File: src/rtl/imem_boot_loader.sv
`timescale 1ns/1ps
`default_nettype none
// ============================================================================
// Module   : imem_boot_loader
// Purpose  : Packs a little-endian valid/ready byte stream into 32-bit words,
//            writes them to consecutive imem addresses and holds the CPU in
//            reset until the image is complete.
//            Optional trailing-checksum byte: IMEM_LOADER_CHECKSUM_EN.
// Revision : 1.0 - initial release
// ============================================================================
module imem_boot_loader #(
    parameter int ADDR_WIDTH = 8,
    parameter int MAX_WORDS  = 256
) (
    input  logic                  clk,
    input  logic                  reset,
    input  logic                  start,
    input  logic [ADDR_WIDTH:0]   word_count,
    input  logic                  s_valid,
    input  logic [7:0]            s_data,
    output logic                  s_ready,
    output logic                  imem_we,
    output logic [ADDR_WIDTH-1:0] imem_addr,
    output logic [31:0]           imem_wdata,
    output logic                  cpu_reset,
    output logic                  busy,
    output logic                  done,
    output logic                  error
);

    localparam logic [ADDR_WIDTH:0] c_max_words = MAX_WORDS[ADDR_WIDTH:0];

    typedef enum logic [2:0] {
        IDLE  = 3'd0,
        RECV  = 3'd1,
        WRITE = 3'd2,
`ifdef IMEM_LOADER_CHECKSUM_EN
        CHECK = 3'd3,
`endif
        DONE  = 3'd4,
        ERR   = 3'd5
    } state_t;

    state_t                r_state;
    logic [1:0]            r_idx;
    logic [ADDR_WIDTH-1:0] r_last;
`ifdef IMEM_LOADER_CHECKSUM_EN
    logic [7:0]            r_sum;
    logic [7:0]            w_sum_next;
    assign w_sum_next = r_sum + s_data;
`endif

    logic w_count_ok;
    logic w_accept;
    logic w_last_word;

    assign w_count_ok  = (word_count != '0) && (word_count <= c_max_words);
    assign w_accept    = s_valid && s_ready;
    assign w_last_word = (imem_addr == r_last);

    always_ff @(posedge clk or negedge reset) begin
        if (!reset) begin
            r_state    <= IDLE;
            r_idx      <= '0;
            r_last     <= '0;
`ifdef IMEM_LOADER_CHECKSUM_EN
            r_sum      <= '0;
`endif
            s_ready    <= 1'b0;
            imem_we    <= 1'b0;
            imem_addr  <= '0;
            imem_wdata <= '0;
            cpu_reset  <= 1'b1;
            busy       <= 1'b0;
            done       <= 1'b0;
            error      <= 1'b0;
        end else begin
            imem_we <= 1'b0;
            case (r_state)
                IDLE, DONE, ERR: begin
                    if (start) begin
                        done      <= 1'b0;
                        cpu_reset <= 1'b1;
                        if (w_count_ok) begin
                            r_state   <= RECV;
                            busy      <= 1'b1;
                            s_ready   <= 1'b1;
                            error     <= 1'b0;
                            imem_addr <= '0;
                            r_idx     <= '0;
                            r_last    <= ADDR_WIDTH'(word_count - 1'b1);
`ifdef IMEM_LOADER_CHECKSUM_EN
                            r_sum     <= '0;
`endif
                        end else begin
                            r_state <= ERR;
                            error   <= 1'b1;
                        end
                    end
                end

                RECV: begin
                    if (w_accept) begin
                        imem_wdata[{r_idx, 3'b000} +: 8] <= s_data;
                        r_idx <= r_idx + 2'd1;
`ifdef IMEM_LOADER_CHECKSUM_EN
                        r_sum <= w_sum_next;
`endif
                        if (r_idx == 2'd3) begin
                            r_state <= WRITE;
                            s_ready <= 1'b0;
                            imem_we <= 1'b1;
                        end
                    end
                end

                WRITE: begin
                    // Address is held on the last word so it never passes word_count-1
                    if (w_last_word) begin
`ifdef IMEM_LOADER_CHECKSUM_EN
                        r_state <= CHECK;
                        s_ready <= 1'b1;
`else
                        r_state   <= DONE;
                        busy      <= 1'b0;
                        done      <= 1'b1;
                        cpu_reset <= 1'b0;
`endif
                    end else begin
                        imem_addr <= imem_addr + 1'b1;
                        r_state   <= RECV;
                        s_ready   <= 1'b1;
                    end
                end

`ifdef IMEM_LOADER_CHECKSUM_EN
                CHECK: begin
                    if (w_accept) begin
                        s_ready <= 1'b0;
                        busy    <= 1'b0;
                        if (w_sum_next == 8'd0) begin
                            r_state   <= DONE;
                            done      <= 1'b1;
                            cpu_reset <= 1'b0;
                        end else begin
                            r_state <= ERR;
                            error   <= 1'b1;
                        end
                    end
                end
`endif

                default: r_state <= IDLE;
            endcase
        end
    end

endmodule
`default_nettype wire

File: config.mk
export PLATFORM = sky130hd
export DESIGN_NAME = imem_boot_loader
export DESIGN_NICKNAME = d
export VERILOG_FILES = /design/src/rtl/imem_boot_loader.sv
export SDC_FILE = /design/constraint.sdc
export NUM_CORES = 1
export LEC_CHECK = 0
export CAP_MARGIN = 20
export CORE_MARGIN = 4
export CORE_UTILIZATION = 45
export DETAILED_ROUTE_END_ITERATION = 7
export PLACE_DENSITY_LB_ADDON = 0.3
export SLEW_MARGIN = 10
export SYNTH_ARGS = -nofsm -noshare
export SYNTH_HDL_FRONTEND = slang
export SYNTH_SLANG_ARGS = --single-unit
File: constraint.sdc
create_clock -name clk -period 4.7 [get_ports clk]
set_input_delay 0.94 -clock clk [delete_from_list [all_inputs] [get_ports clk]]
set_output_delay 0.94 -clock clk [all_outputs]
set_load 0.05 [all_outputs]
# == After elaboration in Yosys (flattened, before gate mapping) ==
# Cells that the tools add are included.
# totals
wordCells,79
output_inout_bits,46
regBits,59
# classes
n_lt_le_gt_ge,1
n_mux,32
reduce_logical,17
n_eq_ne,12
n_addsub,4
shifts,2
# ops
cell,count
32-bit bitwise mux,1
"8-bit by 7-bit variable shift with 32-bit output, first input constant",1
8-bit by 7-bit variable part select with 32-bit output,1
8-bit two-way mux,3
8-bit one-hot mux with 2 select lines,1
3-bit two-way mux,5
1-bit two-way mux,13
"2-bit != test, second input constant",6
4-bit AND reduction,3
"9-bit <= comparator, second input constant",1
3-bit one-hot mux with 3 select lines,1
3-bit AND reduction,3
9-bit nonzero test,1
"8-bit by 1-bit adder with 8-bit output, second input constant",1
8-bit == test,1
"8-bit by 1-bit subtractor with 8-bit output, second input constant",1
5-bit negation with 7-bit output,1
"3-bit == test, second input constant",2
2-bit two-way mux,3
1-bit one-hot mux with 2 select lines,3
6-bit AND reduction,1
2-bit one-hot mux with 2 select lines,1
2-bit AND reduction,2
2-bit nonzero test,2
other kinds (9),10

# == Longest topological paths before layout ==
# depth
depth_word,5
depth_mapped,8

# == Worst setup path before layout ==
# Ideal clock, no wire load.
# synth_timing
path_kind,input -> register
startpoint,input port word_count[2]
endpoint,register imem_addr[1]
setup_ns,0.120
arrival_ns,2.496
t_required_ns,4.580
path_slack_ns,2.084
n_path_buf,0
cell_stages,5
cell_sequence,or4_4 > o31a_1 > o21a_1 > o31a_1 > a31o_1
# synth_between
elab_chain_cells,4
elab_cells_between_ends,5
# synth_rtl
element,line_no,rtl
start: declaration,18,"input logic [ADDR_WIDTH:0] word_count,"
9-bit <= comparator or 9-bit nonzero test (tied branches),57,assign w_count_ok = (word_count != '0) && (word_count <= c_max_words);
1-bit logical AND *,57,
2-bit != test (no line) *,--,
4-bit AND reduction (no line) *,--,
end signal: assignment,130,imem_addr <= imem_addr + 1'b1;
end: declaration,23,"output logic [ADDR_WIDTH-1:0] imem_addr,"
# Every way passes the cells marked *; elsewhere a longest branch is shown, timed or not.
# A chain may end at the register's enable or synchronous reset.

# == Worst setup path after layout ==
# layout_timing
startpoint,input port word_count[2]
endpoint,register r_last[0]
# layout_between
elab_chain_cells,3
elab_cells_between_ends,4
# layout_rtl
element,line_no,rtl
9-bit <= comparator or 9-bit nonzero test (tied branches),57,
1-bit logical AND *,57,
3-bit AND reduction (no line) *,--,
end signal: assignment,91,r_last <= ADDR_WIDTH'(word_count - 1'b1);
end: declaration,46,logic [ADDR_WIDTH-1:0] r_last;
# Marks and branches as above.

==> impl_metrics.csv <==
group,metric,value,unit
outcome,status,"completed",
setup_path,crit_fanout,16,
routing,viasPerCell,5.22,
cts,cts_root_buffer,"clkbuf_8",
die,std_cell_rows,28,
logic_synthesis,synth.avg_cell_area,9.41,um2
min_path,whs_endpoint,"imem_wdata[18]$_DFFE_PN0P_",
cts,cts_resized,0,
cts,hold_buffers,0,
logic_synthesis,synth_nets,329,
pwr,p_leak,1.58,nW
placement,place_hpwl,4730,um
timing,slew_headroom,38.3,%
global_routing,grt_max_degree,60,
layout,fillers,506,
routing,drtIter0Drc,159,
setup_path,crit_slowest_cell,"or4_4",
logic_synthesis,synth.distinct_cells,42,
cts,clk_latency,330,ps
cts,cts.path.max_buffers,2,
logic_synthesis,yosysTopAreaCell,"dfrtp_1",
setup_path,r2r_start,"r_state[2]$_DFFE_PN0P_",
global_routing,overflow,0,
cts,cts_setup_buffers,0,
routing,wl_per_cell,14.4,um
logic_synthesis,synth-seq-cells,59,
die,initial_core_util,47.0,%
logic_synthesis,synth-compound-area-share,15.3,%
global_routing,grt_usage,18.3,%
pwr,power_density,661,nW/um2
layout,drive_gt1_share,6.42,%
cts,numCtsBuffers,9,
setup_path,critPathArrivalTime,3270,ps
routing,firstDrtPassIters,4,
placement,io_buffers,66,
setup_path,startpoint,"word_count[2]",
logic_synthesis,synth_fa_ha_area_share,4.00,%
layout,nets,399,
logic_synthesis,yosys.area_share.simple,19.8,%
pwr,vdd_drop_max,0.364,mV
timing,finalSetupViolations,0,
cts,cts.clk_slew.worst_paths,60,ps
logic_synthesis,synth_xor_area_share,4.36,%
global_routing,grt_pass1_vias,2236,
setup_path,critPathKind,"primary input to register",
logic_synthesis,synth_top_family_by_area,"simple AND/OR/NAND/NOR gates",
logic_synthesis,synthMuxAreaShare,1.16,%
logic_synthesis,synth_area_leaders,"dfrtp_1 (52%), nand2_1 (10%), o21ai_0 (7.3%), ha_1 (4.0%), xnor2_1 (3.7%)",
min_path,hold_path.startpoint,"imem_wdata[18]$_DFFE_PN0P_",
setup_path,cp-start-kind,"primary input",
setup_path,reg2reg_slack,2500,ps
job,cap_violations,0,
routing,vias,2344,
placement,gp_congestion,0.847,
cts,tritoncts,"done",
setup_path,crit_chain,"clkdlybuf4s50_1 -> or4_4 -> o31a_1 -> nor3_4 -> mux2_2",
layout,insertedDiodeCount,0,
routing,drtAntennaViolNets,0,
setup_path,worstPathRequired,4910,ps
die,die_h,87.1,um
global_routing,antenna_found_initial,0,
min_path,hold_depth,2,
timing,worst_pin_slew,923,ps
timing,fin_crit,3050,ps
cts,cts.sinks,59,
logic_synthesis,synth_area,2810,um2
setup_path,crit_path_end_kind,"register",
layout,syn2layout_area_growth,32.5,%
routing,route.final.wire_length,6470,um
logic_synthesis,synth_ff_type,"dfrtp_1",
die,core_area,5990,um2
timing,max_freq,328,MHz
logic_synthesis,synth_enable_flop_cells,0,
cts,ctsHtreeMaxLevel,3,
timing,drv_slew,0,
timing,hold_viol,0,
die,die_area,7580,um2
logic_synthesis,netlist.area_leader.share,51.6,%
logic_synthesis,ys_seq_area_share,52.5,%
die,ios,67,
global_routing,grt_pass1_wl,10600,um
layout,design_area,3730,um2
logic_synthesis,synthArstFlopShare,100,%
setup_path,reg2regPathDepth,5,
logic_synthesis,synthCells,299,
timing,setup_tns,0,ps
timing,skew,10.2,ps
routing,drc,0,
placement,placed_cell_area,3530,um2
setup_path,worst_path_largest_cell_delay,590,ps
min_path,hold_path.class,"register to register",
logic_synthesis,ys_warn_count,0,
timing,fin_crit_sh,64.9,%
setup_path,r2r-end,"imem_wdata[8]$_DFFE_PN0P_",
die,die_x,87.1,um
timing,rsz0062_at_grt,"false",
==> where the power goes <==
group | leakage (nW) | internal, mW | switching (mW) | total [mW]
sequential | 0.767 | 0.680 | 0.144 | 0.824
clock | 0.0991 | 0.256 | 0.191 | 0.448
combinational | 0.718 | 0.409 | 0.782 | 1.19
==> Yosys cell counts (2+ instances only) <==
cell type and count:
a21oi_1 6, xnor2_1 12, mux2_2 2, nor3b_1 3, nor3_1 3, o22ai_1 2, nand3_1 3, a211o_1 2
ha_1 9, o21ai_0 41, inv_1 11, dfrtp_1 58, o21a_1 2, nand2b_1 4, clkbuf_1 6, and2_1 3
nand4_1 3, o31ai_1 2, o211ai_1 2, nor4_1 2, nor2_1 15, a31oi_1 7, nand2_1 75, and3_1 4
a21o_1 3, xor2_1 2, o31a_1 2
==> how the worst max path moves through the flow <==
| stage | end | cells past startpoint | slack (ps) |
|---|---|---|---|
| final | r_last[0]$_DFFE_PN0P_ | 5 | 1650 |
| after CTS | r_last[0]$_DFFE_PN0P_ | 5 | 1660 |
| after global routing | r_last[0]$_DFFE_PN0P_ | 5 | 1560 |
| after global placement | r_last[0]$_DFFE_PN0P_ | 5 | 1350 |
| after floorplan | imem_addr[1]$_DFFE_PN0P_ | 5 | 2080 |
| after detailed placement | r_last[0]$_DFFE_PN0P_ | 5 | 1300 |
==> layout make-up <==
type,count,area (um2),area share (%)
Clock buffer,11,141,3.79
Clock inverter,5,52.6,1.41
Inverter,11,41.3,1.11
Multi-Input combinational cell,221,1260,33.7
Sequential cell,59,1480,39.6
Tap cell,75,93.8,2.52
Timing Repair Buffer,67,663,17.8
==> metrics by stage <==
stage / setup WS (ps) / util (%) / total power, mW / hold WS [ps] / std cells
after floorplan: 2080 / - / 1.63 / 502 / 299
after global placement: 1350 / 59.0 / 2.01 / 461 / 433
after detailed placement: 1300 / 59.0 / 2.03 / 470 / 433
after CTS: 1660 / 62.2 / 2.49 / 485 / 449
after global routing: 1560 / 62.2 / 2.62 / 510 / 449
final: 1650 / 62.2 / 2.46 / 479 / 449
==> worst max-delay path: cells and delay by family <==
family | cells | cell delay (ps)
simple gates | 2 | 1100
mux | 1 | 390
compound gates | 1 | 360
buf+inv | 1 | 480
==> flip-flops by register name, indices dropped and copies added (netlist names) <==
register    flops
cpu_reset       1
imem_wdata     32
r_last          8
done            1
busy            1
r_state         3
s_ready         1
error           1
r_idx           2
imem_we         1
imem_addr       8
==> placed cells by master, fill, tap and decap left out, types with 2 or more instances in the layout <==
| master | instances |
|---|---|
| clkdlybuf4s50_1 | 65 |
| ha_1 | 9 |
| o22ai_1 | 2 |
| o211ai_1 | 2 |
| and2_1 | 3 |
| nor3b_1 | 3 |
| dfrtp_1 | 58 |
| nand2_1 | 75 |
| nor2_1 | 15 |
| clkinv_2 | 3 |
| inv_1 | 11 |
| o31a_1 | 2 |
| o31ai_1 | 2 |
| a21o_1 | 3 |
| xnor2_1 | 12 |
| nand3_1 | 3 |
| clkbuf_8 | 10 |
| a21oi_1 | 6 |
| o21ai_0 | 41 |
| nor3_1 | 3 |
| a31oi_1 | 7 |
| xor2_1 | 2 |
| nand2b_1 | 4 |
| o21a_1 | 2 |
| mux2_2 | 2 |
| a211o_1 | 2 |
| nand4_1 | 3 |
| nor4_1 | 2 |
| and3_1 | 4 |
==> logic make-up (layout without fill, tap and decap cells) <==
| group | Yosys count | after routing |
|---|---|---|
| compound gates | 73 | 73 |
| xor+xnor | 14 | 14 |
| fa+ha+maj | 9 | 9 |
| buf+inv | 19 | 94 |
| flops | 59 | 59 |
| mux | 3 | 3 |
| simple gates | 122 | 122 |
==> per-layer routing <==
layer	up-vias	part of all wire [%]	global-route usage, %
met3	12	5.3	4.35
met4	0	2.3	8.50
met5	-	0	0
met1	1102	47	25.2
met2	62	46	27.1
li1	1168	-	-
Note: power is estimated with default switching activity, not from simulation.
